<file path="src/rtl/pe_pkg.sv">
// rtl/pe_pkg.sv - shared defaults, status bits and Q-format helpers for the MAC processing element
//
// Purpose: one place for the default fixed-point geometry, the status-bit
// positions and the rounding/wrapping/saturation arithmetic used in stage 2.
// The helpers work on 64-bit signed values, so any DATA_W up to 32 fits.
// Ports: none (package).

package pe_pkg;

    localparam int PE_DATA_W = 16;
    localparam int PE_FRAC_W = 8;

    // Bit positions inside the sticky status register
    localparam int STAT_OVF = 0;
    localparam int STAT_ERR = 1;
    localparam int STAT_W   = 2;

    // Round half up, then drop frac_w fractional bits (arithmetic shift)
    function automatic logic signed [63:0] q_round_shr(input logic signed [63:0] v, input int frac_w);
        logic signed [63:0] bias;
        bias = (frac_w == 0) ? 64'sd0 : (64'sd1 <<< (frac_w - 1));
        return (v + bias) >>> frac_w;
    endfunction

    // Keep the low w bits and sign-extend them back to 64 bits
    function automatic logic signed [63:0] q_wrap(input logic signed [63:0] v, input int w);
        return (v <<< (64 - w)) >>> (64 - w);
    endfunction

    function automatic logic q_in_range(input logic signed [63:0] v, input int w);
        logic signed [63:0] lim;
        lim = 64'sd1 <<< (w - 1);
        return (v >= -lim) && (v <= lim - 64'sd1);
    endfunction

    function automatic logic signed [63:0] q_sat(input logic signed [63:0] v, input int w);
        logic signed [63:0] lim;
        lim = 64'sd1 <<< (w - 1);
        if (v > lim - 64'sd1) begin
            return lim - 64'sd1;
        end
        if (v < -lim) begin
            return -lim;
        end
        return v;
    endfunction

endpackage

</file>
<file path="src/rtl/pe_mac_pipe_wq.sv">
// rtl/pe_mac_pipe_wq.sv - weight queue: circular buffer with wrapping pointers and a level counter
//
// Purpose: FIFO of pending weights feeding the active-weight register.
// Ports:
//   clk, rst       clock, synchronous active-high reset
//   en             global enable; all state frozen when low
//   push, wdata    enqueue request and data
//   pop            dequeue request (switch)
//   head           current head entry
//   pop_ok         pop request that will take effect this cycle
//   err            pop on empty, or push dropped on full with no pop
//   level          registered occupancy 0..DEPTH

module pe_wq #(
    parameter int DATA_W = 16,
    parameter int DEPTH  = 2
) (
    input  logic                       clk,
    input  logic                       rst,
    input  logic                       en,
    input  logic                       push,
    input  logic [DATA_W-1:0]          wdata,
    input  logic                       pop,
    output logic [DATA_W-1:0]          head,
    output logic                       pop_ok,
    output logic                       err,
    output logic [$clog2(DEPTH+1)-1:0] level
);

    localparam int LVL_W = $clog2(DEPTH + 1);
    localparam int PTR_W = (DEPTH > 1) ? $clog2(DEPTH) : 1;

    logic [DATA_W-1:0] mem [DEPTH];
    logic [PTR_W-1:0]  rd_ptr;
    logic [PTR_W-1:0]  wr_ptr;
    logic              full;
    logic              empty;
    logic              push_ok;

    function automatic logic [PTR_W-1:0] next_ptr(input logic [PTR_W-1:0] p);
        return (p == PTR_W'(DEPTH - 1)) ? '0 : p + PTR_W'(1);
    endfunction

    always_comb begin
        full    = (level == LVL_W'(DEPTH));
        empty   = (level == '0);
        pop_ok  = pop && !empty;
        // A full queue still takes a push when the same cycle frees a slot
        push_ok = push && (!full || pop_ok);
        err     = (pop && empty) || (push && !push_ok);
        head    = mem[rd_ptr];
    end

    always_ff @(posedge clk) begin
        if (rst) begin
            rd_ptr <= '0;
            wr_ptr <= '0;
            level  <= '0;
            for (int i = 0; i < DEPTH; i++) begin
                mem[i] <= '0;
            end
        end else if (en) begin
            if (push_ok) begin
                mem[wr_ptr] <= wdata;
                wr_ptr      <= next_ptr(wr_ptr);
            end
            if (pop_ok) begin
                rd_ptr <= next_ptr(rd_ptr);
            end
            if (push_ok && !pop_ok) begin
                level <= level + LVL_W'(1);
            end else if (pop_ok && !push_ok) begin
                level <= level - LVL_W'(1);
            end
        end
    end

endmodule

</file>
<file path="src/rtl/pe_mac_pipe.sv">
// rtl/pe_mac_pipe.sv - two-stage fixed-point MAC processing element with a queued weight
//
// Purpose: psum_out = sat/wrap(round(input * active_weight) + psum_in), 2 cycles latency.
// Ports:
//   clk, rst                         clock, synchronous active-high reset
//   pe_enabled                       global enable; freezes every register when low
//   pe_valid_in, pe_input_in,
//   pe_psum_in                       operand beat (west activation, north psum)
//   pe_accept_w_in, pe_weight_in     weight push into the queue
//   pe_switch_in                     pop queue head into the active weight
//   pe_valid_out, pe_psum_out        result beat
//   pe_input_out                     activation forwarded east
//   pe_accept_w_out, pe_weight_out   weight forwarded south
//   pe_wq_level_out                  queue occupancy
//   pe_ovf_out, pe_err_out           sticky overflow / queue-misuse flags

module pe_mac_pipe
    import pe_pkg::*;
#(
    parameter int DATA_W   = PE_DATA_W,
    parameter int FRAC_W   = PE_FRAC_W,
    parameter int WQ_DEPTH = 2,
    parameter int SAT_EN   = 1
) (
    input  logic                          clk,
    input  logic                          rst,
    input  logic                          pe_enabled,
    input  logic                          pe_valid_in,
    input  logic [DATA_W-1:0]             pe_input_in,
    input  logic [DATA_W-1:0]             pe_psum_in,
    input  logic                          pe_accept_w_in,
    input  logic [DATA_W-1:0]             pe_weight_in,
    input  logic                          pe_switch_in,
    output logic                          pe_valid_out,
    output logic [DATA_W-1:0]             pe_psum_out,
    output logic [DATA_W-1:0]             pe_input_out,
    output logic                          pe_accept_w_out,
    output logic [DATA_W-1:0]             pe_weight_out,
    output logic [$clog2(WQ_DEPTH+1)-1:0] pe_wq_level_out,
    output logic                          pe_ovf_out,
    output logic                          pe_err_out
);

    localparam int PROD_W = 2 * DATA_W;
    localparam int SUM_W  = DATA_W + 2;

    logic [DATA_W-1:0]        wq_head;
    logic                     wq_pop_ok;
    logic                     wq_err;

    logic signed [DATA_W-1:0] active_w;
    logic                     s1_valid;
    logic signed [PROD_W-1:0] s1_prod;
    logic signed [DATA_W-1:0] s1_psum;

    logic signed [63:0]       s2_sum;
    logic                     s2_ovf;
    logic [DATA_W-1:0]        s2_res;
    logic [STAT_W-1:0]        status;

    pe_wq #(
        .DATA_W (DATA_W),
        .DEPTH  (WQ_DEPTH)
    ) u_wq (
        .clk    (clk),
        .rst    (rst),
        .en     (pe_enabled),
        .push   (pe_accept_w_in),
        .wdata  (pe_weight_in),
        .pop    (pe_switch_in),
        .head   (wq_head),
        .pop_ok (wq_pop_ok),
        .err    (wq_err),
        .level  (pe_wq_level_out)
    );

    // Stage 2: rounded product and psum are summed in DATA_W+2 bits, so the
    // rounded product is wrapped to that width before and after the add.
    always_comb begin
        s2_sum = q_wrap(q_wrap(q_round_shr(64'(s1_prod), FRAC_W), SUM_W) + 64'(s1_psum), SUM_W);
        s2_ovf = !q_in_range(s2_sum, DATA_W);
        s2_res = DATA_W'((SAT_EN != 0) ? q_sat(s2_sum, DATA_W) : s2_sum);
    end

    assign pe_ovf_out = status[STAT_OVF];
    assign pe_err_out = status[STAT_ERR];

    always_ff @(posedge clk) begin
        if (rst) begin
            active_w        <= '0;
            s1_valid        <= 1'b0;
            s1_prod         <= '0;
            s1_psum         <= '0;
            pe_valid_out    <= 1'b0;
            pe_psum_out     <= '0;
            pe_input_out    <= '0;
            pe_accept_w_out <= 1'b0;
            pe_weight_out   <= '0;
            status          <= '0;
        end else if (pe_enabled) begin
            pe_accept_w_out <= pe_accept_w_in;
            if (pe_accept_w_in) begin
                pe_weight_out <= pe_weight_in;
            end

            // The product below still sees the pre-switch active weight
            if (wq_pop_ok) begin
                active_w <= wq_head;
            end

            if (pe_valid_in) begin
                pe_input_out <= pe_input_in;
                s1_prod      <= PROD_W'($signed(pe_input_in)) * PROD_W'(active_w);
                s1_psum      <= pe_psum_in;
            end
            s1_valid <= pe_valid_in;

            pe_valid_out <= s1_valid;
            if (s1_valid) begin
                pe_psum_out <= s2_res;
                if (s2_ovf) begin
                    status[STAT_OVF] <= 1'b1;
                end
            end

            if (wq_err) begin
                status[STAT_ERR] <= 1'b1;
            end
        end
    end

endmodule

</file>
<file path="config.mk">
export PLATFORM = sky130hd
export DESIGN_NAME = pe_mac_pipe
export DESIGN_NICKNAME = d
export VERILOG_FILES = /design/src/rtl/pe_pkg.sv /design/src/rtl/pe_mac_pipe_wq.sv /design/src/rtl/pe_mac_pipe.sv
export SDC_FILE = /design/constraint.sdc
export NUM_CORES = 1
export LEC_CHECK = 0
export BUFFER_PORTS_ARGS = -buffer_cell sky130_fd_sc_hd__buf_2
export CAP_MARGIN = 20
export CORE_MARGIN = 3
export CORE_UTILIZATION = 50
export DETAILED_ROUTE_END_ITERATION = 10
export PLACE_DENSITY = 0.72
export SKIP_CTS_REPAIR_TIMING = 1
export SYNTH_ARGS = -nofsm -noshare
export SYNTH_HDL_FRONTEND = slang
export SYNTH_SLANG_ARGS = --single-unit
export TNS_END_PERCENT = 10
</file>
<file path="constraint.sdc">
create_clock -name clk -period 6.7 [get_ports clk]
set_clock_uncertainty 0.15 [all_clocks]
set_input_delay 0.67 -clock clk [delete_from_list [all_inputs] [get_ports clk]]
set_output_delay 0.67 -clock clk [all_outputs]
set_load 0.02 [all_outputs]
</file>
==> results of run 1 <==
[metal layers]
| layer | track usage, % | vias to the layer above | wire length, um |
|---|---|---|---|
| met3 | 3.913 | 70 | 1825 |
| met1 | 29.25 | 5395 | 14290 |
| li1 | - | 5128 | - |
| met5 | 0 | - | 0 |
| met2 | 39.57 | 323 | 16630 |
| met4 | 8.842 | 0 | 1079 |
[synth_stat cells (all sizes together), types with 6 or more instances]
cell    number  share of area [%]
xnor2       48                3.0
and2       146                6.3
fa         209                 29
nand4        6               0.36
nor3        10               0.38
xor2        22                1.3
a21o        12               0.63
a211oi      36                2.2
mux2i       21                1.5
clkbuf      64                1.7
nand3       15               0.52
edfxtp      32                6.7
ha          91                7.9
nor2        68                1.8
dfxtp      108                 15
o21ai       30                1.1
nor2b        6               0.26
nand2b      15               0.65
a21oi       84                3.0
nand2      264                6.9
inv        265                6.9
[sequential cells by signal, summed over array words and instances, names as in the netlist]
register / cells
active_w: 16
pe_accept_w_out: 1
pe_input_out: 16
pe_psum_out: 16
pe_valid_out: 1
pe_weight_out: 16
s1_prod: 19
s1_psum: 16
s1_valid: 1
status: 2
u_wq.level: 2
u_wq.mem: 32
u_wq.rd_ptr: 1
u_wq.wr_ptr: 1
[logic make-up (layout without fill, tap and decap cells)]
group | count (synthesis) | after routing | share of synthesized area, %
AND/OR/NAND/NOR | 552 | 552 | 18.31
XOR/XNOR | 70 | 70 | 4.303
flip-flops | 140 | 140 | 21.65
adder cells (fa/ha/maj) | 300 | 300 | 36.90
multiplexers | 21 | 21 | 1.457
buffers and inverters | 335 | 419 | 8.883
AO/OA/AOI/OAI | 190 | 190 | 8.485
[power by group through the flow]
| stage | clock, uW | sequential (uW) | combinational (uW) |
|---|---|---|---|
| after global routing | 1000 | 1050 | 1830 |
| after global placement | 0 | 1060 | 1570 |
| after floorplan | 0 | 1030 | 1200 |
| after CTS | 968 | 1040 | 1620 |
| final | 953 | 1040 | 1600 |
| after detailed placement | 0 | 1060 | 1600 |
[through the flow]
stage | cell area [sq um] | cells | util, %
2_1_floorplan | 14420 | 1608 | -
3_3_place_gp | 15260 | 2038 | 54.34
3_5_place_dp | 15260 | 2038 | 54.34
4_1_cts | 15850 | 2070 | 56.43
5_1_grt | 15850 | 2070 | 56.44
6_report | 15850 | 2070 | 56.44
[final cells by class]
cell class,count,area [sq um],area share (%)
Multi-Input combinational cell,1133,10020,63.24
Sequential cell,140,3124,19.71
Inverter,266,998.5,6.299
Timing Repair Buffer,121,643.1,4.057
Tap cell,378,473.0,2.984
Clock buffer,18,429.2,2.707
Clock inverter,14,158.9,1.002
[worst register-to-register path: cells and delay by family (launching register included)]
family	cells	cell delay, ns
adder cells (fa/ha/maj)	7	3.37
AO/OA/AOI/OAI	7	1.36
flip-flops	1	0.80
AND/OR/NAND/NOR	1	0.18
buffers and inverters	3	0.16
XOR/XNOR	1	0.15
[how the worst min path moves through the flow]
stage	depth (start not counted)	from	slack (ns)	to
after floorplan	2	s1_psum[0]$_SDFFE_PP0P_	0.29	s1_psum[0]$_SDFFE_PP0P_
after global placement	2	pe_input_out[11]$_SDFFE_PP0P_	0.29	pe_input_out[11]$_SDFFE_PP0P_
after detailed placement	2	pe_weight_out[15]$_SDFFE_PP0P_	0.30	pe_weight_out[15]$_SDFFE_PP0P_
after CTS	2	pe_input_out[5]$_SDFFE_PP0P_	0.31	pe_input_out[5]$_SDFFE_PP0P_
after global routing	2	pe_input_out[4]$_SDFFE_PP0P_	0.32	pe_input_out[4]$_SDFFE_PP0P_
final	2	pe_weight_out[2]$_SDFFE_PP0P_	0.31	pe_weight_out[2]$_SDFFE_PP0P_
==> qor.yml, run 1 <==
floorplanning:
  fp.dieH_um: 175.8
  chipWidth_um: 175.8
  pin_count: 108
  initial_core_util_pct: 51.35
  rows: 61
  die-area_sq_um: 30920
  core_sq_um: 28090
global_routing:
  grtUsageTotal_pct: 23.08
  grt_max_degree: 95
  grt_pass1_vias: 11665
  grt.overflow.total: 0
  grt_pass1_wl_mm: 57.15
  antenna_found_initial: 0
synthesis:
  ys.flop_type: "dfxtp_1"
  syn_inst: 1608
  ys_seq_elements: 140
  syn-cell-area_sq_um: 14420
  yosysUniqueCellTypes: 61
  synth_nets: 1962
  syn_area_per_cell_sq_um: 8.969
  synth_edf_count: 32
  yosys_warnings: 0
  async_flop_share_pct: 0
  ys_seq_area_share_pct: 21.65
power_and_ir_drop:
  p_seq_share_pct: 29.0
  leakage_uw: 0.007400
  powerDensity_nw_per_um2: 226.6
  power_frac_comb_pct: 44.4
  p_sw_uw: 1426
  clock_power_share_pct: 26.5
  ir_drop_mv: 0.2353
  total_power_uw: 3592
  swShare_pct: 39.69
  internal_power_uw: 2166
final_layout:
  fin_nets: 2033
  num_antenna_cells: 0
  area_growth_pct: 9.908
  drive_above_1_share_pct: 10.76
  final_cell_mix: "inv_1, nand2_1, fa_1"
  fillers: 2515
  mostFrequentLayoutCell: "inv_1"
setup_path:
  rr_worst_depth: 19
  worst_path_max_delay_cell: "dfxtp_1"
  cp_data_arrival_time_ns: 6.42
  max_stage_delay_ns: 0.80
  r2r_start: "active_w[3]$_SDFFE_PP0P_"
  path_cells: "nand2_1, fa_1, fa_1, fa_1, inv_1, fa_1, fa_1, inv_1, fa_1, inv_1, ha_1, a21oi_1, o21ai_0, o21ai_0, a21oi_1, o211ai_1, a21boi_0, xnor2_1, o21ai_0"
  critPathBufInv: 3
  worst-path-stages: 19
  path_class: "reg2reg"
  worstSetupStartpointType: "register"
  worst_setup_path_end_kind: "register"
  crit_fanout: 17
  r2r_slack_ns: 0.43
  crit_end: "s1_prod[24]$_SDFFE_PP0P_"
  startpoint: "active_w[3]$_SDFFE_PP0P_"
  cp.required_ns: 6.85
  cpLargestDelayFamily: "adder cells"
  reg2reg_to: "s1_prod[24]$_SDFFE_PP0P_"
  cp_common_cell: "fa_1"
clocking:
  cts_buffers: 17
  clkSinkCount: 140
  clkTransAtPathRegs_ns: 0.06
  htreeDepth: 4
  clockRootBuffer: "clkbuf_16"
  cts_tree: "yes"
  clk_latency_ns: 0.43
  clockBufferDepth: 2
routing:
  drc_errors: 0
  routed_wl_mm: 33.82
  antenna_left: 0
  wl_per_cell_um: 16.34
  drtIter0Drc: 565
  first_pass_iters: 5
  via_per_inst: 5.273
  vias: 10916
place:
  io_buffers: 107
  place_worst_setup_slack_ns: 0.2829
  dp_hpwl_mm: 25.65
  place_congestion: 0.8936
timing:
  fin_tns_setup_ns: 0
  fin_crit_ns: 6.272
  worst_slew_pin_slew_ns: 1.054
  hold_ws_ns: 0.3072
  hold_viol: 0
  drv_slew: 0
  setup_viol: 0
  fin_ws_ns: 0.4284
  finalCritPeriodShare_pct: 93.61
  grt_setup_unrepaired: "false"
  fmax_ghz: 0.1594
  slew_headroom_pct: 29.73
hold_path:
  hp-class: "reg2reg"
flow_run:
  maxCapViolations: 0
run_status:
  run_status: "complete, no violations"
Note: power is estimated with default switching activity, not from simulation.
==> inputs of run 2 (changes only) <==
--- a/config.mk
+++ b/config.mk
@@ -5,6 +5,7 @@
 export SDC_FILE = /design/constraint.sdc
 export NUM_CORES = 1
 export LEC_CHECK = 0
+export ABC_AREA = 1
 export BUFFER_PORTS_ARGS = -buffer_cell sky130_fd_sc_hd__buf_2
 export CAP_MARGIN = 20
 export CORE_MARGIN = 3
==> run 2 against run 1 <==
Compared with the run above: core utilization hardly changed; hold slack better by 0.011 ns; sequential cell count stayed put; clock power is 2% higher; via count is 20% higher; setup slack better by 0.22 ns; non-clock buffer count is 10 higher; critical endpoint unchanged.
==> qor.yml, run 2 <==
global_routing:
  grt_max_degree: 59
  grt_pass1_vias: 13801
  antenna_found_initial: 2
  grtUsageTotal_pct: 25.42
  grt.overflow.total: 0
  grt_pass1_wl_mm: 68.06
floorplanning:
  chipWidth_um: 182.3
  fp.dieH_um: 182.3
  rows: 63
  pin_count: 108
  die-area_sq_um: 33240
  initial_core_util_pct: 51.63
  core_sq_um: 30110
setup_path:
  critPathBufInv: 8
  crit_fanout: 8
  max_stage_delay_ns: 0.55
  worst_setup_path_end_kind: "register"
  cp_data_arrival_time_ns: 6.21
  worst_path_max_delay_cell: "fa_1"
  worstSetupStartpointType: "register"
  path_class: "reg2reg"
  path_cells: "inv_1, or2_2, fa_1, inv_1, fa_1, inv_1, fa_1, inv_1, fa_1, fa_1, inv_1, fa_1, inv_1, ha_1, inv_1, nor3_1, nand2_1, nor3_1, nand2_1, nand4_1, nand3_1, nand2_1, inv_1"
  cp.required_ns: 6.86
  cp_common_cell: "inv_1"
  cpLargestDelayFamily: "adder cells"
routing:
  wl_per_cell_um: 15.83
  first_pass_iters: 7
  wl_met2_mm: 19.31
  vias: 13091
  antenna_left: 0
  via_per_inst: 5.116
  top_layer: "met5"
  wl_met1_mm: 17.17
  drtIter0Drc: 766
  drc_errors: 0
  routed_wl_mm: 40.51
  wl_met3_mm: 2.655
clocking:
  cts_tree: "yes"
  clockBufferDepth: 2
  htreeDepth: 4
  clockRootBuffer: "clkbuf_16"
  clkSinkCount: 140
  cts_buffers: 17
  clkTransAtPathRegs_ns: 0.07
  clk_latency_ns: 0.42
power_and_ir_drop:
  ir_drop_mv: 0.2091
  leakage_uw: 0.009416
  powerDensity_nw_per_um2: 204.9
timing:
  fin_tns_setup_ns: 0
  hold_viol: 0
  drv_slew: 0
  slew_headroom_pct: 45.43
  setup_viol: 0
  fmax_ghz: 0.1653
  finalCritPeriodShare_pct: 90.27
  grt_setup_unrepaired: "false"
  worst_slew_pin_slew_ns: 0.8161
  fin_crit_ns: 6.048
final_layout:
  reg.largest.list: "u_wq.mem (32), s1_prod (19)"
  largest-register: "u_wq.mem"
  mostFrequentLayoutCell: "inv_1"
  fillers: 2895
  final-seq-area_sq_um: 3124
  multi_input_area_sq_um: 10060
  postLayoutCoreUtil_pct: 56.40
  num_antenna_cells: 0
  drive_above_1_share_pct: 9.083
  area_growth_pct: 9.239
  fin_nets: 2510
  final_cell_mix: "inv_1, nand2_1, fa_1"
  largest_reg_flops: 32
  finalNonFillerCells: 2559
synthesis:
  syn-cell-area_sq_um: 15550
  synth_area_leader_cell: "fa_1"
  synth_area_leaders: "fa_1, dfxtp_1, inv_1, nand2_1, ha_1"
  syn_area_per_cell_sq_um: 7.414
  yosysMostFrequentCell: "inv_1"
  syn_inst: 2097
  ys.flop_type: "dfxtp_1"
  synth_nets: 2451
  synth_top_area_share_pct: 26.91
  async_flop_share_pct: 0
  synth_edf_count: 32
  synth_common_cells: "inv_1, nand2_1, fa_1, nor2_1, o21ai_0"
  ys_seq_elements: 140
  yosys_warnings: 0
  synthMuxAreaShare_pct: 0
  ys_seq_area_share_pct: 20.09
  synth-simple-area-share_pct: 19.57
  synth_xor_area_share_pct: 2.704
  yosysUniqueCellTypes: 45
  synth_top_family_by_area: "adder cells"
  synth_compound_area_share_pct: 8.193
  synthAdderAreaFrac_pct: 34.24
place:
  dp_hpwl_mm: 32.02
  post-place-cells: 2526
  place_congestion: 0.9341
  io_buffers: 107
flow_run:
  maxCapViolations: 0
run_status:
  run_status: "complete, no violations"
hold_path:
  hp-class: "reg2reg"
## run 2: cell count changes in the layout (fill, tap and decap cells not counted), sizes merged, moves of 31 or more
cell,before,now
o21ai,30,111
inv,273,538
nand2,264,491
and2,146,1
xnor2,48,17
nand3,15,53
nor2,68,165
a211oi,36,0
## run 2: final timing paths
check	from	end	slack, ns	depth (start not counted)
min	status[0]$_SDFFE_PP0P_	status[0]$_SDFFE_PP0P_	0.32	2
min reg2reg	status[0]$_SDFFE_PP0P_	status[0]$_SDFFE_PP0P_	0.32	2
max	active_w[15]$_SDFFE_PP0P_	s1_prod[24]$_SDFFE_PP0P_	0.65	23
max reg2reg	active_w[15]$_SDFFE_PP0P_	s1_prod[24]$_SDFFE_PP0P_	0.65	23
## run 2: cell families after synthesis
logic type / after synthesis
AOI/OAI and AO/OA: 237
xor gates and xnor gates: 48
adders and majority gates: 300
and+or+nand+nor: 749
DFF: 140
buffers and inverters: 623
## run 2: final cells by class
| cell class | count | area share [%] |
|---|---|---|
| Timing Repair Buffer | 131 | 4.258 |
| Clock inverter | 12 | 0.7294 |
| Inverter | 532 | 11.76 |
| Clock buffer | 20 | 2.755 |
| Sequential cell | 140 | 18.40 |
| Tap cell | 390 | 2.873 |
| Multi-Input combinational cell | 1334 | 59.23 |
## run 2: per-layer routing
layer	vias up	global-route usage [%]
met5	-	0
met4	4	9.415
met3	101	4.844
met2	425	43.05
met1	6255	32.48
li1	6306	-
## run 2: through the flow
| stage | worst slack [ns] | hold WS (ns) | area, sq um | power (uW) |
|---|---|---|---|---|
| floorplan | 0.7248 | 0.2894 | 15550 | 2119 |
| global placement | 0.2934 | 0.2978 | 16370 | 2502 |
| detailed placement | 0.2668 | 0.3070 | 16370 | 2529 |
| CTS | 0.4446 | 0.3183 | 16970 | 3504 |
| global route | 0.2784 | 0.3305 | 16980 | 3772 |
| finish | 0.6522 | 0.3181 | 16980 | 3479 |
## run 2: worst reg2reg max path, delay by kind of cell, from the launching register on
kind | cells | cell delay, ns
simple gates | 8 | 1.24
flops | 1 | 0.36
fa+ha+maj | 7 | 3.57
buf+inv | 8 | 0.63
## run 2: power by group
| group | switching (uW) | internal [uW] | total [uW] |
|---|---|---|---|
| registers | 58.0 | 925 | 983 |
| clock network | 413 | 555 | 969 |
| logic | 988 | 541 | 1530 |
| total | 1460 | 2020 | 3480 |
==> inputs of run 3 (changes only) <==
--- a/config.mk
+++ b/config.mk
@@ -12,7 +12,6 @@
 export CORE_UTILIZATION = 50
 export DETAILED_ROUTE_END_ITERATION = 10
 export PLACE_DENSITY = 0.72
-export SKIP_CTS_REPAIR_TIMING = 1
 export SYNTH_ARGS = -nofsm -noshare
 export SYNTH_HDL_FRONTEND = slang
 export SYNTH_SLANG_ARGS = --single-unit
==> constraint.sdc (replaced) <==
create_clock -name clk -period 6 [get_ports clk]
set_clock_uncertainty 0.15 [all_clocks]
set_input_delay 0.6 -clock clk [delete_from_list [all_inputs] [get_ports clk]]
set_output_delay 0.6 -clock clk [all_outputs]
set_load 0.02 [all_outputs]
==> run 3 against run 2 <==
Compared with the run above: register-to-register slack got worse by 0.42 ns; core utilization increased by 2.6 points; clock-buffer cell count decreased by 2; sequential share of layout area decreased by 0.76 points; via count increased by 2.7%; highest routed layer unchanged; maximum frequency increased by 4.8%; die area unchanged.
==> qor.yml, run 3 (synthesis gave the netlist of run 2 again) <==
run_status:
  run_status: "complete, no violations"
power_and_ir_drop:
  powerDensity_nw_per_um2: 235.3
  leakage_uw: 0.009847
  ir_drop_mv: 0.2517
setup_path:
  reg2reg_to: "s1_prod[23]$_SDFFE_PP0P_"
  worst_path_max_delay_cell: "fa_1"
  cp.required_ns: 6.18
  r2r_start: "active_w[15]$_SDFFE_PP0P_"
  crit_fanout: 6
  startpoint: "active_w[15]$_SDFFE_PP0P_"
  cp_data_arrival_time_ns: 5.95
  r2r_slack_ns: 0.23
  worst_setup_path_end_kind: "register"
  rr_worst_depth: 21
  path_class: "reg2reg"
  cp_common_cell: "fa_1"
  path_cells: "clkinvlp_4, buf_4, or2_2, fa_1, fa_1, fa_1, fa_1, fa_1, fa_1, inv_1, ha_1, a21oi_1, inv_1, a31oi_2, nor2_1, nor2_1, nand2_1, nand2_1, nand3_1, nand2_1, inv_1"
  max_stage_delay_ns: 0.57
  worstSetupStartpointType: "register"
place:
  place_congestion: 0.9315
  postPlaceCellArea_sq_um: 17070
  io_buffers: 107
  post-place-cells: 2612
  dp_hpwl_mm: 32.86
clocking:
  cts_buffers: 17
  clockBufferDepth: 2
  clk_latency_ns: 0.44
  clkTransAtPathRegs_ns: 0.07
  clkSinkCount: 140
  cts_tree: "yes"
  clockRootBuffer: "clkbuf_16"
  hold_buffers: 0
  htreeDepth: 4
final_layout:
  final-seq-area_sq_um: 3133
  drive_above_1_share_pct: 13.44
  largest-register: "u_wq.mem"
  fin_nets: 2596
  mostFrequentLayoutCell: "inv_1"
  final_cell_mix: "inv_1, nand2_1, fa_1"
  final_cell_area_sq_um: 17760
  area_growth_pct: 14.25
  multi_input_area_sq_um: 10130
  largest_reg_flops: 32
  num_antenna_cells: 0
  finalNonFillerCells: 2645
  fillers: 2803
  reg.largest.list: "u_wq.mem (32), s1_prod (19)"
timing:
  grt_setup_unrepaired: "true"
  fin_crit_ns: 5.773
  setup_viol: 0
  hold_viol: 0
  slew_headroom_pct: 47.78
  hold_ws_ns: 0.2703
  fin_tns_setup_ns: 0
  fmax_ghz: 0.1732
  drv_slew: 0
  finalCritPeriodShare_pct: 96.21
  worst_slew_pin_slew_ns: 0.7785
hold_path:
  min-delay-start: "pe_psum_in[9]"
  holdPathEnd: "s1_psum[9]$_SDFFE_PP0P_"
  hp-class: "in2reg"
  hold_depth: 3
floorplanning:
  fp.dieH_um: 182.3
  core_sq_um: 30110
  initial_core_util_pct: 51.63
  die-area_sq_um: 33240
  chipWidth_um: 182.3
  pin_count: 108
  rows: 63
routing:
  routed_wl_mm: 41.14
  drtIter0Drc: 839
  via_per_inst: 5.085
  vias: 13449
  first_pass_iters: 7
  drc_errors: 0
  wl_per_cell_um: 15.55
  antenna_left: 0
global_routing:
  grt.overflow.total: 0
  grt_pass1_wl_mm: 69.28
  antenna_found_initial: 1
  grtUsageTotal_pct: 25.82
  grt_pass1_vias: 14057
  grt_max_degree: 58
flow_run:
  maxCapViolations: 0
## run 3: final cells by class
cell class	instances	share of cell area, %
Multi-Input combinational cell	1334	57.03
Sequential cell	140	17.64
Inverter	532	11.26
Timing Repair Buffer	217	8.101
Tap cell	390	2.747
Clock buffer	18	2.536
Clock inverter	14	0.6833
## run 3: power breakdown
group | internal, uW | switching, uW
Clock | 570 | 495
Combinational | 832 | 1190
Sequential | 1030 | 55.6
## run 3: timing repair
action / in CTS / in global routing
buffers inserted: 0 / 1
setup endpoints to repair: 0 / 10
resized for setup: 0 / 33
## run 3: worst max path at each step
stage / end / depth (start not counted)
after global routing: s1_prod[25]$_SDFFE_PP0P_ / 23
after CTS: s1_prod[25]$_SDFFE_PP0P_ / 24
after global placement: s1_prod[25]$_SDFFE_PP0P_ / 21
after detailed placement: s1_prod[21]$_SDFFE_PP0P_ / 23
after floorplan: s1_prod[25]$_SDFFE_PP0P_ / 25
final: s1_prod[23]$_SDFFE_PP0P_ / 21
## run 3: layer usage
layer / track usage [%] / vias up / part of all wire (%)
met4: 8.318 / 2 / 2.8
met2: 43.83 / 450 / 48
met3: 3.289 / 87 / 6.1
met1: 34.50 / 6427 / 43
met5: 0 / - / 0.029
li1: - / 6483 / -
## run 3: worst max-delay path, delay by kind of cell (launching register included)
family / cells / cell delay, ns
and+or+nand+nor: 7 / 0.78
adders and majority gates: 7 / 3.47
buffers and inverters: 5 / 0.46
DFF: 1 / 0.35
AOI/OAI and AO/OA: 2 / 0.43
## run 3: through the flow
| stage | worst slack (ns) | utilization (%) | power [uW] |
|---|---|---|---|
| floorplan | 0.09481 | - | 2366 |
| CTS | 0.06669 | 58.59 | 4154 |
| finish | 0.2272 | 58.99 | 4179 |
| global placement | -0.09079 | 56.69 | 3047 |
| global route | -0.06581 | 58.99 | 4520 |
| detailed placement | -0.1552 | 56.69 | 3077 |
